## src/rtl/pipe_ctrl_pkg.sv

```systemverilog
// Shared types and constants for the pipeline stall/flush sequencer.
package pipe_ctrl_pkg;

    typedef enum logic [1:0] {
        RUN,
        MEM_WAIT,
        MDU_WAIT
    } stall_state_t;

    // Stage indices, IF first.
    localparam int unsigned STG_IF     = 0;
    localparam int unsigned STG_ID     = 1;
    localparam int unsigned STG_EX     = 2;
    localparam int unsigned STG_MEM    = 3;
    localparam int unsigned STG_WB     = 4;
    localparam int unsigned NUM_STAGES = 5;

    // Bubble loaded by a flushed register: addi x0,x0,0 with all control bits zero.
    localparam logic [31:0] NOP_INSN = 32'h0000_0013;

    // Watchdog counter width; covers MEM_TIMEOUT up to 1023.
    localparam int unsigned WD_W = 10;

    typedef struct packed {
        logic pc_en;
        logic if_id_en;
        logic id_ex_en;
        logic ex_mem_en;
        logic mem_wb_en;
        logic if_id_flush;
        logic id_ex_flush;
        logic ex_mem_flush;
        logic mem_wb_flush;
    } stage_ctrl_t;

    function automatic stage_ctrl_t ctrl_run();
        stage_ctrl_t c;
        c = '0;
        c.pc_en     = 1'b1;
        c.if_id_en  = 1'b1;
        c.id_ex_en  = 1'b1;
        c.ex_mem_en = 1'b1;
        c.mem_wb_en = 1'b1;
        return c;
    endfunction

    // Everything up to MEM holds; WB receives a bubble.
    function automatic stage_ctrl_t ctrl_mem_freeze();
        stage_ctrl_t c;
        c = ctrl_run();
        c.pc_en        = 1'b0;
        c.if_id_en     = 1'b0;
        c.id_ex_en     = 1'b0;
        c.ex_mem_en    = 1'b0;
        c.mem_wb_flush = 1'b1;
        return c;
    endfunction

    // Everything up to EX holds; MEM receives a bubble.
    function automatic stage_ctrl_t ctrl_mdu_freeze();
        stage_ctrl_t c;
        c = ctrl_run();
        c.pc_en        = 1'b0;
        c.if_id_en     = 1'b0;
        c.id_ex_en     = 1'b0;
        c.ex_mem_flush = 1'b1;
        return c;
    endfunction

    // Priority evaluation once no memory stall is pending.
    function automatic stage_ctrl_t ctrl_priority(input logic mdu_start,
                                                  input logic redirect,
                                                  input logic load_use);
        stage_ctrl_t c;
        c = ctrl_run();
        if (mdu_start) begin
            c = ctrl_mdu_freeze();
        end else if (redirect) begin
            c.if_id_flush = 1'b1;
            c.id_ex_flush = 1'b1;
        end else if (load_use) begin
            c.pc_en       = 1'b0;
            c.if_id_en    = 1'b0;
            c.id_ex_flush = 1'b1;
        end
        return c;
    endfunction

endpackage

```

## src/rtl/pipeline_stall_ctrl_hazard_unit.sv

```systemverilog
// Load-use hazard detection between the load in EX and the instruction in ID.
module hazard_unit
    import pipe_ctrl_pkg::*;
(
    input  logic [4:0] id_rs1_i,
    input  logic [4:0] id_rs2_i,
    input  logic       id_uses_rs1_i,
    input  logic       id_uses_rs2_i,
    input  logic       ex_mem_read_i,
    input  logic [4:0] ex_rd_i,
    output logic       load_use_o
);

    logic rs1_hit;
    logic rs2_hit;

    // x0 is never a real dependency, so a load into x0 never stalls.
    always_comb begin
        rs1_hit    = id_uses_rs1_i && (ex_rd_i == id_rs1_i);
        rs2_hit    = id_uses_rs2_i && (ex_rd_i == id_rs2_i);
        load_use_o = ex_mem_read_i && (ex_rd_i != 5'd0) && (rs1_hit || rs2_hit);
    end

endmodule

```

## src/rtl/pipeline_stall_ctrl.sv

```systemverilog
// Central stall/flush sequencer for the 5-stage pipeline: FSM, memory
// watchdog and saturating stall counter; stage controls are combinational.
module pipeline_stall_ctrl
    import pipe_ctrl_pkg::*;
#(
    parameter int unsigned MEM_TIMEOUT = 64,
    parameter int unsigned CNT_W       = 32
) (
    input  logic             clk,
    input  logic             rst_n,
    input  logic [4:0]       id_rs1,
    input  logic [4:0]       id_rs2,
    input  logic             id_uses_rs1,
    input  logic             id_uses_rs2,
    input  logic             ex_mem_read,
    input  logic [4:0]       ex_rd,
    input  logic             ex_redirect,
    input  logic             ex_mdu_start,
    input  logic             mdu_done,
    input  logic             mem_req,
    input  logic             mem_ack,
    output logic             pc_en,
    output logic             if_id_en,
    output logic             id_ex_en,
    output logic             ex_mem_en,
    output logic             mem_wb_en,
    output logic             if_id_flush,
    output logic             id_ex_flush,
    output logic             ex_mem_flush,
    output logic             mem_wb_flush,
    output logic             mem_timeout,
    output logic [CNT_W-1:0] stall_cycles
);

    localparam logic [WD_W:0] WD_LIMIT = (WD_W + 1)'(MEM_TIMEOUT);

    stall_state_t     state_q, state_d;
    stage_ctrl_t      ctrl;
    logic             load_use;
    logic             mem_stall;
    logic [WD_W-1:0]  wd_q;
    logic [WD_W:0]    wd_next;
    logic             timeout_q;
    logic [CNT_W-1:0] stall_q;

    hazard_unit u_hazard (
        .id_rs1_i      (id_rs1),
        .id_rs2_i      (id_rs2),
        .id_uses_rs1_i (id_uses_rs1),
        .id_uses_rs2_i (id_uses_rs2),
        .ex_mem_read_i (ex_mem_read),
        .ex_rd_i       (ex_rd),
        .load_use_o    (load_use)
    );

    // Stage controls and next state; a dropped mem_req counts as an ack.
    always_comb begin
        ctrl      = ctrl_run();
        state_d   = state_q;
        mem_stall = mem_req && !mem_ack;
        unique case (state_q)
            RUN, MEM_WAIT: begin
                if (mem_stall) begin
                    ctrl    = ctrl_mem_freeze();
                    state_d = MEM_WAIT;
                end else begin
                    ctrl    = ctrl_priority(ex_mdu_start, ex_redirect, load_use);
                    state_d = ex_mdu_start ? MDU_WAIT : RUN;
                end
            end
            MDU_WAIT: begin
                if (!mdu_done) begin
                    ctrl = ctrl_mdu_freeze();
                end else begin
                    state_d = RUN;
                end
            end
            default: state_d = RUN;
        endcase
    end

    always_comb begin
        wd_next = {1'b0, wd_q} + (WD_W + 1)'(1);
    end

    // FSM state, watchdog and stall counter.
    always_ff @(posedge clk or negedge rst_n) begin
        if (!rst_n) begin
            state_q   <= RUN;
            wd_q      <= '0;
            timeout_q <= 1'b0;
            stall_q   <= '0;
        end else begin
            state_q <= state_d;
            if (state_q != MEM_WAIT && state_d == MEM_WAIT) begin
                wd_q <= '0;
            end else if (state_q == MEM_WAIT) begin
                if (wd_next <= WD_LIMIT) begin
                    wd_q <= wd_next[WD_W-1:0];
                end
                if (wd_next >= WD_LIMIT) begin
                    timeout_q <= 1'b1;
                end
            end
            if (!ctrl.pc_en && stall_q != '1) begin
                stall_q <= stall_q + CNT_W'(1);
            end
        end
    end

    assign pc_en        = ctrl.pc_en;
    assign if_id_en     = ctrl.if_id_en;
    assign id_ex_en     = ctrl.id_ex_en;
    assign ex_mem_en    = ctrl.ex_mem_en;
    assign mem_wb_en    = ctrl.mem_wb_en;
    assign if_id_flush  = ctrl.if_id_flush;
    assign id_ex_flush  = ctrl.id_ex_flush;
    assign ex_mem_flush = ctrl.ex_mem_flush;
    assign mem_wb_flush = ctrl.mem_wb_flush;
    assign mem_timeout  = timeout_q;
    assign stall_cycles = stall_q;

endmodule

```

## config.mk

```make
export PLATFORM = sky130hd
export DESIGN_NAME = pipeline_stall_ctrl
export DESIGN_NICKNAME = d
export VERILOG_FILES = /design/src/rtl/pipe_ctrl_pkg.sv /design/src/rtl/pipeline_stall_ctrl_hazard_unit.sv /design/src/rtl/pipeline_stall_ctrl.sv
export SDC_FILE = /design/constraint.sdc
export NUM_CORES = 1
export LEC_CHECK = 0
export BUFFER_PORTS_ARGS = -buffer_cell sky130_fd_sc_hd__buf_2
export CORE_ASPECT_RATIO = 1.5
export CORE_MARGIN = 1
export CORE_UTILIZATION = 52
export DETAILED_ROUTE_END_ITERATION = 10
export PLACE_DENSITY = 0.87
export SYNTH_ARGS = -nofsm -noshare
export SYNTH_HDL_FRONTEND = slang
export SYNTH_SLANG_ARGS = --single-unit
```

## constraint.sdc

```tcl
create_clock -name clk -period 3.14 [get_ports clk]
set_input_delay 0.628 -clock clk [delete_from_list [all_inputs] [get_ports clk]]
set_output_delay 0.628 -clock clk [all_outputs]
set_load 0.01 [all_outputs]
```

# Word-level counts from Yosys, hierarchy flattened
# Cells that the tools add are included.
[totals] reg_bits=45 latchBits=0 mem_bits_rw=0 rom_bits=0 input_bits=25 elab_cells=51 n_memories=0
[classes] add_sub_neg=2 multipliers=0 div=0 order_cmp=2 eq_ne=7 shifts=0 n_mux=18 bitwise_logic=1 reduce_logical=17
[op_table] op="32-bit by 1-bit adder with 32-bit output (second input constant)" count=1
[op_table] op="32-bit != test (second input constant)" count=1
[op_table] op="10-bit two-way mux" count=3
[op_table] op="9-bit two-way mux" count=2
[op_table] op="9-bit one-hot mux with 2 select lines" count=1
[op_table] op="2-bit two-way mux" count=7
[op_table] op="10-bit by 1-bit adder with 11-bit output (second input constant)" count=1
[op_table] op="11-bit by 7-bit greater-or-equal comparator with 1-bit output (second input constant)" count=1
[op_table] op="11-bit by 7-bit less-or-equal comparator with 1-bit output (second input constant)" count=1
[op_table] op="5-bit == test" count=2
[op_table] op="1-bit logical AND" count=7
[op_table] op="5-bit nonzero test" count=1
[op_table] op="2-bit by 1-bit == test with 1-bit output (second input constant)" count=2
[op_table] op="2-bit one-hot mux with 2 select lines" count=1
[op_table] op="2-bit nonzero test" count=2
[op_table] op="1-bit two-way mux" count=3
[op_table] op="3-bit two-way mux" count=1
[op_table] op="3-bit AND reduction" count=1
[op_table] op="2-bit == test (second input constant)" count=1
[op_table] op="1-bit zero test" count=2
[op_table] op="2-bit zero test" count=1
[op_table] op="2-bit by 1-bit != test with 1-bit output (second input constant)" count=1
[op_table] op="2-bit AND reduction" count=1
[op_table] op="2-bit OR reduction" count=1
[op_table] op="2 further kinds" count=2

# Depth between registers and ports, before layout
[depth] ltp_word=11 ltp_mapped=9

# By module
# Synthesis repeated with hierarchy kept, for this count alone.
[hier_totals] hier_cells=252 hier_area_um2=2487.4
[by_module_without_submodules] mod="pipeline_stall_ctrl" instances=1 cells_per_inst=235 area_per_inst_um2=2353.5
[by_module_without_submodules] mod="hazard_unit" instances=1 cells_per_inst=17 area_per_inst_um2=133.9

# Worst setup path before layout
# No wires, ideal clock.
[synth_path] path_kind="in2out" start="input ex_rd[1]" end="output pc_en" arrival_ns=1.927 t_required_ns=2.512 slack_ns=0.585 stages=5 n_path_buf=1 path_cell_list="or4_1 > o21ai_1 > nor2_1 > a21boi_1 > buf_4"
[synth_via] elab_chain_cells=9
[synth_lines] element="start, declared" line_no="pipeline_stall_ctrl.sv:16" text="input logic [4:0] ex_rd,"
[synth_lines] element="5-bit == test (on tied branches)" line_no="pipeline_stall_ctrl_hazard_unit.sv:19, pipeline_stall_ctrl_hazard_unit.sv:20"
[synth_lines] element="1-bit logical AND (on tied branches)" line_no="pipeline_stall_ctrl_hazard_unit.sv:19, pipeline_stall_ctrl_hazard_unit.sv:20"
[synth_lines] element="1-bit logical OR" line_no="pipeline_stall_ctrl_hazard_unit.sv:21" text="load_use_o = ex_mem_read_i && (ex_rd_i != 5'd0) && (rs1_hit || rs2_hit);"
[synth_lines] element="1-bit logical AND *" line_no="pipeline_stall_ctrl_hazard_unit.sv:21"
[synth_lines] element="2-bit two-way mux *" line_no="pipe_ctrl_pkg.sv:81" text="end else if (load_use) begin"
[synth_lines] element="2-bit two-way mux *" line_no="pipe_ctrl_pkg.sv:78" text="end else if (redirect) begin"
[synth_lines] element="2-bit two-way mux *" line_no="pipe_ctrl_pkg.sv:76" text="if (mdu_start) begin"
[synth_lines] element="9-bit two-way mux *" line_no="pipeline_stall_ctrl.sv:63" text="if (mem_stall) begin"
[synth_lines] element="9-bit one-hot mux with 2 select lines *" line_no="pipeline_stall_ctrl.sv:61" text="unique case (state_q)"
[synth_lines] element="end, declared" line_no="pipeline_stall_ctrl.sv:22" text="output logic pc_en,"
# Mark *: on every way between the ends. The rest lies on a longest branch, timed or not.

# Worst setup path after layout
[layout_path] start="input ex_rd[1]" end="output if_id_en"
[layout_via] elab_chain_cells=9
[layout_lines] element="5-bit == test (on tied branches)" line_no="pipeline_stall_ctrl_hazard_unit.sv:19, pipeline_stall_ctrl_hazard_unit.sv:20"
[layout_lines] element="1-bit logical AND (on tied branches)" line_no="pipeline_stall_ctrl_hazard_unit.sv:19, pipeline_stall_ctrl_hazard_unit.sv:20"
[layout_lines] element="1-bit logical OR" line_no="pipeline_stall_ctrl_hazard_unit.sv:21"
[layout_lines] element="1-bit logical AND *" line_no="pipeline_stall_ctrl_hazard_unit.sv:21"
[layout_lines] element="2-bit two-way mux *" line_no="pipe_ctrl_pkg.sv:81"
[layout_lines] element="2-bit two-way mux *" line_no="pipe_ctrl_pkg.sv:78"
[layout_lines] element="2-bit two-way mux *" line_no="pipe_ctrl_pkg.sv:76"
[layout_lines] element="9-bit two-way mux *" line_no="pipeline_stall_ctrl.sv:63"
[layout_lines] element="9-bit one-hot mux with 2 select lines *" line_no="pipeline_stall_ctrl.sv:61"
[layout_lines] element="end, declared" line_no="pipeline_stall_ctrl.sv:23" text="output logic if_id_en,"
# Marked as above.

==> flow_metrics.env <==
export IMPL_dr_pass1_iters=8
export IMPL_clkPwrFrac=0.240
export IMPL_synthDistinctLibCells=45
export IMPL_switchingPower_mw=0.429
export IMPL_r2r_cells=6
export IMPL_gp_congestion=0.816
export IMPL_peakVddDrop_mv=0.386
export IMPL_finalSetupTns_ns=0
export IMPL_die_w_um=57.6
export IMPL_grt_pass1_wl_mm=8.56
export IMPL_sw_frac_of_total=0.318
export IMPL_endpoint_kind="output pin"
export IMPL_grt_max_degree=46
export IMPL_post_cts_buffers=0
export IMPL_netlist_area_mm2=0.00241
export IMPL_cp_startpoint="ex_rd[1]"
export IMPL_r2r_start="stall_cycles[0]$_DFFE_PN0P_"
export IMPL_async_reset_ff_frac=1.00
export IMPL_met2_length_mm=2.71
export IMPL_clkSlewWorstSetupHoldPaths_ns=0.08
export IMPL_antenna_left=0
export IMPL_drive_above_1_share=0.247
export IMPL_insertion_delay_ns=0.29
export IMPL_die_y_um=85.4
export IMPL_die_area_mm2=0.00492
export IMPL_yosysSeqAreaShare=0.467
export IMPL_syn2layout_area_growth_pct=17.2
export IMPL_dp_hpwl_mm=3.87
export IMPL_cts_root_buf="clkbuf_8"
export IMPL_finalSetupViolCount=0
export IMPL_cap_violations=0
export IMPL_p_leak_nw=1.35
export IMPL_avgSynthCellArea_um2=9.97
export IMPL_ioPinCount=67
export IMPL_top_layer="met4"
export IMPL_rsz0062_at_grt="false"
export IMPL_synth_mux_area_frac=0.00467
export IMPL_min_from="mem_timeout$_DFFE_PN0P_"
export IMPL_synthFlopType="dfrtp_1"
export IMPL_multi_input_area_mm2=0.00122
export IMPL_startpoint_type="primary input"
export IMPL_antenna_found_initial=0
export IMPL_p_seq_frac=0.537
export IMPL_core_mm2=0.00450
export IMPL_synth_top_family_by_area="simple AND/OR/NAND/NOR gates"
export IMPL_p_comb_frac=0.223
export IMPL_violations="design-rule violations"
export IMPL_final_max_slew_viol_count=0
export IMPL_tritoncts="yes"
export IMPL_max_slew_margin=0.374
export IMPL_synth_compound_area_frac=0.0840
export IMPL_critPathMaxFanout=4
export IMPL_finalNonFillerCells=356
export IMPL_num_vias=2092
export IMPL_dp_cells=350
export IMPL_synth_seq_cells=45
export IMPL_gr_total_overflow=0
export IMPL_required_ns=2.51
export IMPL_first_iter_violations=133
export IMPL_rows=30
export IMPL_power_per_cell_area_mw_per_mm2=477
export IMPL_outcome="finished with violations"
export IMPL_portBuffers=65
export IMPL_cts_sinks=45
export IMPL_hold_path_depth=1
export IMPL_post_route_period_util=0.884
export IMPL_htreeDepth=2
export IMPL_worst_pin_slew_ns=0.939
export IMPL_hold_path_class="reg -> reg"
export IMPL_grt_util_all_layers=0.225
export IMPL_start_util=0.536
export IMPL_cts_hold_buf=0
export IMPL_cts_resized=0
export IMPL_synth_edf_count=0
export IMPL_worst_endpoint_arrival_ns=2.15
export IMPL_power_internal_mw=0.921
export IMPL_power_mw=1.35
export IMPL_avgRoutedWirePerCell_um=14.2
export IMPL_synthAdderAreaFrac=0.0104
export IMPL_grt_pass1_vias=1919
export IMPL_nNetsFinal=336
export IMPL_hold_viol_final=0
export IMPL_dr_wl_met3_um=278
export IMPL_cts_buffers=5
export IMPL_synth_xor_area_share=0.142
export IMPL_clock_skew_ns=0.00504
export IMPL_syn_nets=269
export IMPL_vias_per_cell=5.88
export IMPL_n_fill_cell=383
export IMPL_synth_simple_area_share=0.263
export IMPL_wirelength_mm=5.06
export IMPL_ys_warn_count=0
export IMPL_period_needed_ns=2.78
export IMPL_max_freq_mhz=360
export IMPL_clockBufferDepth=2
export IMPL_regArea_mm2=0.00113
export IMPL_syn_inst=242
export IMPL_drt_met1_wl_mm=1.97
export IMPL_crit_type="in -> out"
export IMPL_drc=3
export IMPL_diodes=0
export IMPL_utilization=0.628
registers in the layout, indices dropped and copies added (netlist names):
name,flops
mem_timeout,1
stall_cycles,32
state_q,2
wd_q,10
layout make-up:
| cell class | instances | area share |
|---|---|---|
| timing repair buffer | 66 | 0.118 |
| multi-input combinational | 187 | 0.431 |
| tap | 48 | 0.0212 |
| inverter | 4 | 0.00531 |
| clock buffer | 5 | 0.0243 |
| sequential | 45 | 0.398 |
| clock inverter | 1 | 0.00177 |
cell usage after synthesis (2+ instances only):
master    number  area, um^2
dfrtp_1       45        1130
xnor2_1       37         324
nand2_1       20        75.1
nand4_1       18         113
nor2_1        17        63.8
nand3_1       14        70.1
nor3_1         8        40.0
nor2b_1        7        43.8
o21ai_0        7        35.0
a21oi_1        5        25.0
and3_1         5        31.3
a21o_1         4        30.0
inv_1          4        15.0
nand2b_1       4        25.0
and4_1         3        26.3
buf_6          3        33.8
nand3b_1       3        22.5
nor4_1         3        18.8
a211o_1        2        17.5
and2_1         2        12.5
buf_4          2        15.0
ha_1           2        25.0
o211a_1        2        20.0
o21ai_1        2        10.0
o221ai_1       2        17.5
xor2_1         2        17.5
metal layers:
metal  vias up  GRT usage
li1        995          -
met1      1008      0.263
met2        77      0.397
met3        12     0.0412
met4         0     0.0931
met5         -          0
power by group through the flow:
stage / Clock (mW) / Sequential, mW / Combinational, mW
final: 0.323 / 0.725 / 0.301
after global routing: 0.351 / 0.736 / 0.333
after CTS: 0.330 / 0.724 / 0.307
after detailed placement: 0 / 0.735 / 0.306
after global placement: 0 / 0.730 / 0.294
after floorplan: 0 / 0.743 / 0.185
worst paths after layout:
| check | to | slack [ns] |
|---|---|---|
| worst max-delay path | if_id_en | 0.36 |
| worst min-delay path | mem_timeout$_DFFE_PN0P_ | 0.45 |
| worst max register to register | stall_cycles[1]$_DFFE_PN0P_ | 0.47 |
| worst min register to register | mem_timeout$_DFFE_PN0P_ | 0.45 |
| max in group asynchronous | stall_cycles[11]$_DFFE_PN0P_ | 2.08 |
| min in group asynchronous | state_q[1]$_DFF_PN0_ | 0.48 |
per-stage QoR:
step                hold WS, ns  setup WS [ns]  area (um^2)
detailed placement        0.440          0.400         2750
CTS                       0.457          0.389         2830
global placement          0.436          0.438         2750
finish                    0.453          0.363         2830
global route              0.500          0.265         2830
floorplan                 0.332          0.585         2410
kinds of logic (layout without fill, tap and decap cells):
group / count (synthesis) / in the layout
compound gates: 30 / 30
xor+xnor: 39 / 39
fa+ha+maj: 2 / 2
buf+inv: 10 / 76
flops: 45 / 45
mux: 1 / 1
other cells: 1 / 1
simple gates: 114 / 114
cell usage in the layout (no fill, tap or decap), types with 2 or more instances in the layout:
cell | synthesis | layout
nand3_1 | 14 | 14
and3_1 | 5 | 5
nand3b_1 | 3 | 3
nand2b_1 | 4 | 4
o21ai_0 | 7 | 7
buf_2 | 0 | 65
nand4_1 | 18 | 18
dfrtp_1 | 45 | 45
a211o_1 | 2 | 2
nor4_1 | 3 | 3
nand2_1 | 20 | 20
and2_1 | 2 | 2
nor3_1 | 8 | 8
o21ai_1 | 2 | 2
nor2b_1 | 7 | 7
nor2_1 | 17 | 17
o221ai_1 | 2 | 2
a21o_1 | 4 | 4
and4_1 | 3 | 3
xnor2_1 | 37 | 37
a21oi_1 | 5 | 5
o211a_1 | 2 | 2
inv_1 | 4 | 4
xor2_1 | 2 | 2
ha_1 | 2 | 2
clkbuf_8 | 0 | 5
critical path, stage by stage:
cell and delay, ns:
buf_2 0.12, or4_1 0.52, o21ai_1 0.26, nor2_1 0.09
a21boi_1 0.32, buf_2 0.21
(Power assumes the default switching activity.)
